<file path="src/rtl/rv32i_lsu.sv">
// RV32I load/store unit: single-outstanding req/ack access to data memory.
// Optional misaligned-access trap enabled by RV32I_LSU_MISALIGN_TRAP_EN.
module rv32i_lsu #(
    parameter int unsigned TIMEOUT_CYCLES = 255
) (
    input  logic        clk,
    input  logic        rst,
    input  logic        req_valid,
    output logic        req_ready,
    input  logic        req_we,
    input  logic [2:0]  req_funct3,
    input  logic [31:0] req_addr,
    input  logic [31:0] req_wdata,
    input  logic [4:0]  req_rd,
    output logic        mem_req,
    output logic        mem_we,
    output logic [31:0] mem_addr,
    output logic [31:0] mem_wdata,
    output logic [3:0]  mem_wstrb,
    input  logic        mem_ack,
    input  logic [31:0] mem_rdata,
    output logic        resp_valid,
    output logic [31:0] resp_rdata,
    output logic [4:0]  resp_rd,
    output logic        resp_misaligned,
    output logic        resp_illegal,
    output logic        resp_timeout
);

    typedef enum logic [1:0] {IDLE, REQ, RESP} state_t;

    localparam logic [7:0] TO_LAST = 8'(TIMEOUT_CYCLES - 1);

    state_t      state_q, state_d;
    logic [31:0] addr_q, addr_d;
    logic [31:0] wdata_q, wdata_d;
    logic [31:0] rdata_q, rdata_d;
    logic [2:0]  f3_q, f3_d;
    logic        we_q, we_d;
    logic [4:0]  rd_q, rd_d;
    logic [7:0]  cnt_q, cnt_d;
    logic        mis_q, mis_d;
    logic        ill_q, ill_d;
    logic        to_q, to_d;

    logic        illegal;
    logic        misal;
    logic [7:0]  ld_b;
    logic [15:0] ld_h;
    logic [31:0] ld_data;
    logic [31:0] st_data;
    logic [3:0]  st_strb;

    assign illegal = req_we ? (req_funct3 > 3'b010)
                            : (req_funct3 == 3'b011 || req_funct3[2:1] == 2'b11);

`ifdef RV32I_LSU_MISALIGN_TRAP_EN
    // An illegal funct3 takes precedence so only one flag is ever raised.
    assign misal = !illegal &&
                   ((req_funct3[1:0] == 2'b01 && req_addr[0]) ||
                    (req_funct3[1:0] == 2'b10 && req_addr[1:0] != 2'b00));
`else
    assign misal = 1'b0;
`endif

    assign ld_b = 8'(mem_rdata >> {addr_q[1:0], 3'b000});
    assign ld_h = 16'(mem_rdata >> {addr_q[1], 4'b0000});

    always_comb begin
        ld_data = '0;
        unique case (f3_q)
            3'b000:  ld_data = {{24{ld_b[7]}}, ld_b};
            3'b001:  ld_data = {{16{ld_h[15]}}, ld_h};
            3'b010:  ld_data = mem_rdata;
            3'b100:  ld_data = {24'h0, ld_b};
            3'b101:  ld_data = {16'h0, ld_h};
            default: ld_data = '0;
        endcase
    end

    // Offsets are masked to natural alignment for halfword and word.
    always_comb begin
        st_data = wdata_q;
        st_strb = 4'b1111;
        unique case (f3_q[1:0])
            2'b00: begin
                st_data = {4{wdata_q[7:0]}};
                st_strb = 4'b0001 << addr_q[1:0];
            end
            2'b01: begin
                st_data = {2{wdata_q[15:0]}};
                st_strb = 4'b0011 << {addr_q[1], 1'b0};
            end
            default: ;
        endcase
    end

    always_comb begin
        state_d = state_q;
        addr_d  = addr_q;
        wdata_d = wdata_q;
        rdata_d = rdata_q;
        f3_d    = f3_q;
        we_d    = we_q;
        rd_d    = rd_q;
        cnt_d   = cnt_q;
        mis_d   = mis_q;
        ill_d   = ill_q;
        to_d    = to_q;
        unique case (state_q)
            IDLE: begin
                if (req_valid) begin
                    addr_d  = req_addr;
                    wdata_d = req_wdata;
                    f3_d    = req_funct3;
                    we_d    = req_we;
                    rd_d    = req_rd;
                    rdata_d = '0;
                    cnt_d   = '0;
                    ill_d   = illegal;
                    mis_d   = misal;
                    to_d    = 1'b0;
                    state_d = (illegal || misal) ? RESP : REQ;
                end
            end
            REQ: begin
                if (mem_ack) begin
                    rdata_d = we_q ? 32'h0 : ld_data;
                    state_d = RESP;
                end else if (cnt_q == TO_LAST) begin
                    to_d    = 1'b1;
                    state_d = RESP;
                end else begin
                    cnt_d = cnt_q + 8'd1;
                end
            end
            RESP:    state_d = IDLE;
            default: state_d = IDLE;
        endcase
    end

    always_ff @(posedge clk or posedge rst) begin
        if (rst) begin
            state_q <= IDLE;
            addr_q  <= '0;
            wdata_q <= '0;
            rdata_q <= '0;
            f3_q    <= '0;
            we_q    <= 1'b0;
            rd_q    <= '0;
            cnt_q   <= '0;
            mis_q   <= 1'b0;
            ill_q   <= 1'b0;
            to_q    <= 1'b0;
        end else begin
            state_q <= state_d;
            addr_q  <= addr_d;
            wdata_q <= wdata_d;
            rdata_q <= rdata_d;
            f3_q    <= f3_d;
            we_q    <= we_d;
            rd_q    <= rd_d;
            cnt_q   <= cnt_d;
            mis_q   <= mis_d;
            ill_q   <= ill_d;
            to_q    <= to_d;
        end
    end

    assign req_ready       = (state_q == IDLE);
    assign mem_req         = (state_q == REQ);
    assign mem_we          = mem_req && we_q;
    assign mem_addr        = {addr_q[31:2], 2'b00};
    assign mem_wdata       = mem_we ? st_data : 32'h0;
    assign mem_wstrb       = mem_we ? st_strb : 4'b0000;
    assign resp_valid      = (state_q == RESP);
    assign resp_rdata      = resp_valid ? rdata_q : 32'h0;
    assign resp_rd         = rd_q;
    assign resp_misaligned = resp_valid && mis_q;
    assign resp_illegal    = resp_valid && ill_q;
    assign resp_timeout    = resp_valid && to_q;

endmodule
</file>
<file path="config.mk">
export PLATFORM = sky130hd
export DESIGN_NAME = rv32i_lsu
export DESIGN_NICKNAME = d
export VERILOG_FILES = /design/src/rtl/rv32i_lsu.sv
export SDC_FILE = /design/constraint.sdc
export NUM_CORES = 1
export LEC_CHECK = 0
export CORE_ASPECT_RATIO = 0.8
export CORE_MARGIN = 2
export CORE_UTILIZATION = 41
export CTS_CLUSTER_DIAMETER = 100
export CTS_CLUSTER_SIZE = 12
export DETAILED_ROUTE_END_ITERATION = 10
export PLACE_DENSITY = 0.88
export RECOVER_POWER = 25
export SLEW_MARGIN = 20
export SYNTH_ARGS = -nofsm -noshare
export SYNTH_HDL_FRONTEND = slang
export SYNTH_SLANG_ARGS = --single-unit
</file>
<file path="constraint.sdc">
create_clock -name clk -period 3.8 [get_ports clk]
set_input_delay 0.76 -clock clk [delete_from_list [all_inputs] [get_ports clk]]
set_output_delay 0.76 -clock clk [all_outputs]
set_load 0.03 [all_outputs]
</file>
# Word level (Yosys, flattened, before mapping)

Index checks and enable logic that the tools add are counted.

Bitwise gates (word level): 0
Shift operators: 4
Add/sub/neg operators: 1
Reduce and logical (&&, ||, !) cells: 13
$lt $le $gt $ge: 1
Equal/unequal tests: 16
$mul: 0
Div/mod/pow operators: 0
Muxes and demuxes: 24

Operators with widths:

| operator            | count |
|---|---|
| $mux 32             | 5 |
| $pmux 32 s5         | 1 |
| $pmux 32 s2         | 2 |
| $shr 32x5->16       | 1 |
| $shr 32x5->8        | 1 |
| $mux 8              | 3 |
| $pmux 8 s2          | 1 |
| $add 8x1->8 const B | 1 |
| $eq 8x8->1 const B  | 1 |
| $mux 2              | 4 |
| $pmux 4 s2          | 1 |
| $reduce_and 4->1    | 2 |
| $eq 3x2->1 const B  | 2 |
| $eq 3x3->1 const B  | 2 |
| $ne 2x2->1 const B  | 3 |
| $eq 2x1->1 const B  | 2 |
| $eq 2x2->1 const B  | 2 |
| $logic_not 2->1     | 2 |
| $mux 1              | 4 |
| $mux 4              | 1 |
| $ne 2x1->1 const B  | 2 |
| $pmux 2 s2          | 1 |
| $reduce_and 2->1    | 2 |
| $shl 1x2->4 const A | 1 |
| 10 further kinds    | 12 |

Output and inout bits: 112
Bits of input ports: 109
Bits in writable memories: 0
Latch bits: 0
Memories: 0
Register bits after elaboration: 117
Bits in read-only memories: 0

# Logic depth before layout (Yosys ltp)

Gate-level depths: netlist (run 1).

Depth in word-level cells: 6
Depth in mapped cells: 8
Depth with buffers taken out: 6

# Worst setup path before layout (run 1)

No wires, ideal clock.

Path kind: register to output
Start: register state_q[0]
End: output mem_wdata[25]
Path slack: 0.942 ns
Required time: 3.040 ns
Path buffers: 3
Cell stages (with the launch flop): 8
Data arrival time: 2.098 ns
Path through: dfrtp_1 buf_2 inv_1 nor2_1 nand2_1 clkbuf_1 buf_2 nor2_1

Word-level cells in the longest chain between the ends: 3

RTL lines:

| what                     | line | text |
|---|---|---|
| start: declaration       | 34   | `state_t state_q, state_d;` |
| start signal: assignment | 156  | `state_q <= state_d;` |
| $eq 2x1->1               | 171  | `assign mem_req = (state_q == REQ);` |
| named net mem_req        | 15   | `output logic mem_req,` |
| $logic_and 1x1->1        | 172  | `assign mem_we = mem_req && we_q;` |
| $mux 32                  | 174  | `assign mem_wdata = mem_we ? st_data : 32'h0;` |
| end: declaration         | 18   | `output logic [31:0] mem_wdata,` |

The timed path passes the listed nets, and every way through them passes these cells.

# Worst setup path after layout (run 1)

Start: register state_q[0]
End: output mem_wdata[12]

Word-level cells in the longest chain between the ends: 3

RTL lines:

| what              | line |
|---|---|
| $eq 2x1->1        | 171 |
| $logic_and 1x1->1 | 172 |
| $mux 32           | 174 |

Every way passes these cells.

==> results.toml, run 1 <==
[route]
avgRoutedWirePerCell_um = 17.1
drc_errors = 0
drt_iter0_drc = 373
vias_per_cell = 5.13
num_vias = 5454
ant_nets = 0
routed_wl_um = 18200
first_pass_iters = 5

[placement]
place.gp.congestion = 0.792
portBuffers = 217
dp_slack_ns = 0.873
placed_area_um2 = 8210
dp_cells = 1033
dp_hpwl_um = 12900

[worst_setup_path]
slowest_delay_ns = 0.70
endpoint_kind = "primary output"
path_max_fanout = 25
startpoint_type = "register"
critPathTopFamily = "buffers and inverters"
crit_path_end = "mem_wdata[12]"
r2r-start = "we_q"
required_ns = 3.04
crit_cells = 7
r2r_cells = 4
crit_buf_inv = 4
worstSetupPathType = "reg -> out"
r2r_setup_slack_ns = 1.49
cpMaxStageDelayCell = "clkdlybuf4s50_1"
crit_top_cell = "buf_4"
cp_cell_sequence = "inv_1, nor2_1, buf_4, nand2_1, buf_4, a21oi_1, clkdlybuf4s50_1"
cp-startpoint = "state_q[0]"
reg2reg_to = "rdata_q[31]"
cp.arrival_ns = 2.58

[timing]
fin_crit_sh_pct = 88.0
maxSlewHeadroom_pct = -11.2
skew_ns = 0.00591
max_freq_mhz = 299
finalHoldWorstSlack_ns = 0.469
finalSetupViolCount = 0
fin_ws_ns = 0.455
setup-tns-final_ns = 0
hold_violations = 0
maxSlewViolCount = 34
tightest_slew_ns = 1.66
period_needed_ns = 3.34
rsz0062_at_grt = "false"

[pwr]
vdd_drop_max_mv = 0.468
power_density_nw_per_um2 = 782
p_leak_nw = 4.14
p_total_mw = 6.88

[clock_network]
clock_latency_ns = 0.41
cts-resized-gates = 0
cts.sinks = 117
clock_path_buffers = 2
hold_buffers = 0
cts_setup_buffers = 0
htree_num_levels = 4
cts_buffers = 17
cts_tree = "yes"
cts_root_buffer = "clkbuf_16"
clkTransAtPathRegs_ns = 0.05

[yosys]
synth_mux_area_share_pct = 7.52
syn_avg_cell_area_um2 = 8.82
postSynthCellCount = 694
seq_area_frac_synth_pct = 47.8
synth_compound_area_share_pct = 10.2
synthAdderAreaFrac_pct = 0.409
ys_async_sr_fraction_pct = 100
synthFlopType = "dfrtp_1"
synth_area_um2 = 6120
synth_edf_count = 0
ys_ff_latch = 117
ys_types = 43
synth_top_family_by_area = "simple AND/OR/NAND/NOR gates"
synth-xor-area-share_pct = 0
synth_simple_gate_area_share_pct = 25.7
ys_warn_count = 0

[die]
fp.coreArea_um2 = 14400
die_y_um = 113
initial_core_util_pct = 42.4
dieWidth_um = 141
die_area_um2 = 15900
ios = 221
rows = 39

[layout]
diodes = 0
drive_gt1_share_pct = 8.07
final_cell_mix = "nand2_1 (259), clkdlybuf4s50_1 (215), dfrtp_1 (117)"
fin_util_pct = 60.9
final_area_um2 = 8800
seqCellArea_um2 = 2930
multiInputGateArea_um2 = 2710
area_growth_pct = 43.6
final_common_cell = "nand2_1"
fillers = 1194
fin_cells = 1064
fin_nets = 979

[worst_hold_path]
worst_hold_path_type = "reg -> reg"

[status]
violations = "capacitance limit, slew limit"
status = "complete, but fails checks"

[global_routing]
grt_max_degree = 55
track_usage_pct = 23.9
grt_first_pass_wirelength_um = 29500
overflow = 0
antenna_found_initial = 0
first_global_vias = 5528

[job]
drv_cap = 1
## layer usage
layer	part of all wire (%)	GRT usage [%]
met1	43	30.7
met5	0	0
met4	2.1	7.87
met3	9.5	8.34
met2	46	38.2
## worst min path at each step
stage,start,endpoint,slack (ns),cells past startpoint
2_1_floorplan,rdata_q[10],rdata_q[10],0.44,1
3_3_place_gp,rdata_q[8],rdata_q[8],0.45,1
3_5_place_dp,addr_q[6],addr_q[6],0.46,2
4_1_cts,ill_q,ill_q,0.47,2
5_1_grt,rdata_q[9],rdata_q[9],0.49,1
6_report,ill_q,ill_q,0.47,2
## kinds of logic after synthesis
kind of cell,count (synthesis)
buf+inv,87
other cells,1
mux,35
flops,117
compound gates,89
simple gates,363
fa+ha+maj,2
## flip-flops by register name, indices dropped and copies added (netlist names), 2 cells and up
name,cells
addr_q,32
cnt_q,8
f3_q,3
rdata_q,32
resp_rd,5
state_q,2
wdata_q,32
## layout make-up
cell class	instances	share of cell area [%]
clock buffer	22	5.39
clock inverter	9	1.44
inverter	9	0.398
multi-input combinational	492	30.8
sequential	117	33.3
tap	184	2.62
timing repair buffer	231	26.1
## synthesized netlist by cell type, types with 2 or more instances
master,number,area (um^2)
a21o_1,9,67.6
a21oi_1,30,150
a221o_1,16,160
a22oi_1,16,120
and2_1,34,213
and3_1,9,56.3
buf_1,4,15.0
buf_2,14,70.1
buf_4,34,255
buf_6,3,33.8
clkbuf_1,22,82.6
dfrtp_1,117,2930
ha_1,2,25.0
inv_1,8,30.0
mux2_2,8,90.1
mux2i_1,19,190
mux4_2,8,180
nand2_1,260,976
nand3_1,6,30.0
nor2_1,36,135
nor2b_1,2,12.5
nor3_1,3,15.0
o211ai_1,4,30.0
o21ai_0,6,30.0
o31ai_1,2,15.0
o41ai_1,3,26.3
or2_2,3,18.8
## power by group
group	switching [mW]	internal, mW	leakage (nW)
Clock	0.558	1.07	0.296
Combinational	1.86	1.26	2.34
Sequential	0.377	1.75	1.50
## worst reg2reg max path, stage by stage, from the launching register on
cell and delay [ns]:
dfrtp_1 0.49, and4bb_4 0.41, nor2b_4 0.30, nor4bb_4 0.82, a221o_1 0.24
No activity file was read; power rests on OpenSTA's default activity.
==> run 2, diff against run 1 <==
CTS_CLUSTER_DIAMETER = not set   (was 100)
PLACE_DENSITY = 0.85   (was 0.88)
==> results.toml, run 2 (synthesis gave the netlist of run 1 again) <==
[timing]
tightest_slew_ns = 1.26
fin_crit_sh_pct = 86.1
hold_violations = 0
maxSlewViolCount = 0
maxSlewHeadroom_pct = 16.2
rsz0062_at_grt = "false"
skew_ns = 0.00851
period_needed_ns = 3.27
finalSetupViolCount = 0
max_freq_mhz = 306
setup-tns-final_ns = 0
finalHoldWorstSlack_ns = 0.467

[global_routing]
track_usage_pct = 23.9
grt.busiest_layer = "met2"
grt_use_met1_pct = 31.2
grt_first_pass_wirelength_um = 29500
antenna_found_initial = 0
grt_max_degree = 91
grt_use_met3_pct = 7.19
overflow = 0
first_global_vias = 5514
met2_usage_pct = 38.4

[clock_network]
cts_buffers = 17
hold_buffers = 0
clkTransAtPathRegs_ns = 0.05
htree_num_levels = 4
cts.sinks = 117
clock_path_buffers = 2
cts_tree = "yes"
cts_setup_buffers = 0
clock_latency_ns = 0.41
cts_root_buffer = "clkbuf_16"
cts-resized-gates = 0

[worst_hold_path]
min_from = "rdata_q[15]"
worst_hold_path_type = "reg -> reg"

[placement]
portBuffers = 217
dp_cells = 1034
dp_hpwl_um = 12900
place.gp.congestion = 0.848

[route]
first_pass_iters = 5
vias_per_cell = 5.20
avgRoutedWirePerCell_um = 17.3
routed_wl_um = 18500
drt_iter0_drc = 391
drc_errors = 0
ant_nets = 0
num_vias = 5539

[worst_setup_path]
startpoint_type = "register"
r2r-start = "f3_q[0]"
required_ns = 3.04
worstSetupPathType = "reg -> out"
cp-startpoint = "state_q[0]"
path_max_fanout = 27
endpoint_kind = "primary output"
cp.arrival_ns = 2.51

[layout]
fin_cells = 1066
top_regs = "addr_q (32), rdata_q (32), wdata_q (32)"
final_common_cell = "nand2_1"
fin_nets = 980
fin_util_pct = 61.4
area_growth_pct = 44.7
seqCellArea_um2 = 2930
final_cell_mix = "nand2_1 (260), clkdlybuf4s50_1 (214), dfrtp_1 (117)"
diodes = 0
drive_gt1_share_pct = 7.94
multiInputGateArea_um2 = 2700
fillers = 1215

[die]
die_y_um = 113
initial_core_util_pct = 42.4
die_area_um2 = 15900
dieWidth_um = 141
rows = 39
fp.coreArea_um2 = 14400
ios = 221

[status]
status = "completed"

[pwr]
power_density_nw_per_um2 = 798
vdd_drop_max_mv = 0.394
p_leak_nw = 4.17

[job]
drv_cap = 0
==> run 2: cell types whose count changed in the layout (fill, tap and decap cells not counted), sizes merged <==
cell,delta
clkinv,-3
clkdlybuf4s50,-1
dlygate4sd3,+1
clkbuf,+3
bufinv,+2
==> run 2: final cells by class <==
type                       instances  share of cell area, %
tap                              184                   2.60
multi-input combinational        492                   30.4
inverter                           9                  0.395
sequential                       117                   33.0
clock inverter                     8                   1.89
timing repair buffer             232                   26.0
clock buffer                      24                   5.66
==> run 2: layer usage <==
layer / vias up / wire (um)
li1: 2610 / -
met1: 2651 / 7730
met2: 251 / 8680
met3: 27 / 1770
met4: 0 / 302
met5: - / 0
==> run 2: worst paths after layout <==
path	depth (start not counted)	slack (ns)	end
worst max-delay path	7	0.53	mem_wdata[9]
worst min-delay path	1	0.47	rdata_q[15]
worst max register to register	5	1.80	rdata_q[0]
worst min register to register	1	0.47	rdata_q[15]
max in group asynchronous	3	0.88	wdata_q[28]
min in group asynchronous	2	1.05	rdata_q[29]
==> run 2: per-stage QoR <==
| step | instance area (um^2) | total power, mW | setup slack [ns] |
|---|---|---|---|
| final | 8860 | 7.07 | 0.528 |
| after global routing | 8860 | 7.50 | 0.342 |
| after CTS | 8890 | 7.13 | 0.506 |
| after detailed placement | 8220 | 5.28 | 0.975 |
| after global placement | 8220 | 5.22 | 1.04 |
| after floorplan | 6130 | 4.30 | 0.942 |
==> run 2: critical path, stage by stage, from the launching register on <==
cell and delay, ns:
dfrtp_1 0.48, inv_1 0.11, nor2_1 0.12, buf_4 0.18
nand2_1 0.10, buf_4 0.26, a21oi_1 0.16, clkdlybuf4s50_1 0.69
==> run 2: power breakdown <==
| part | total [mW] | switching [mW] | internal (mW) |
|---|---|---|---|
| registers | 2.18 | 0.429 | 1.75 |
| clock network | 1.82 | 0.568 | 1.25 |
| logic | 3.07 | 1.81 | 1.27 |
| total | 7.07 | 2.81 | 4.27 |
==> run 3, diff against run 2 <==
CAP_MARGIN = 20   (was not set)
==> results of run 3 <==
Final layout, timing and power as in run 2 (identical DEF).
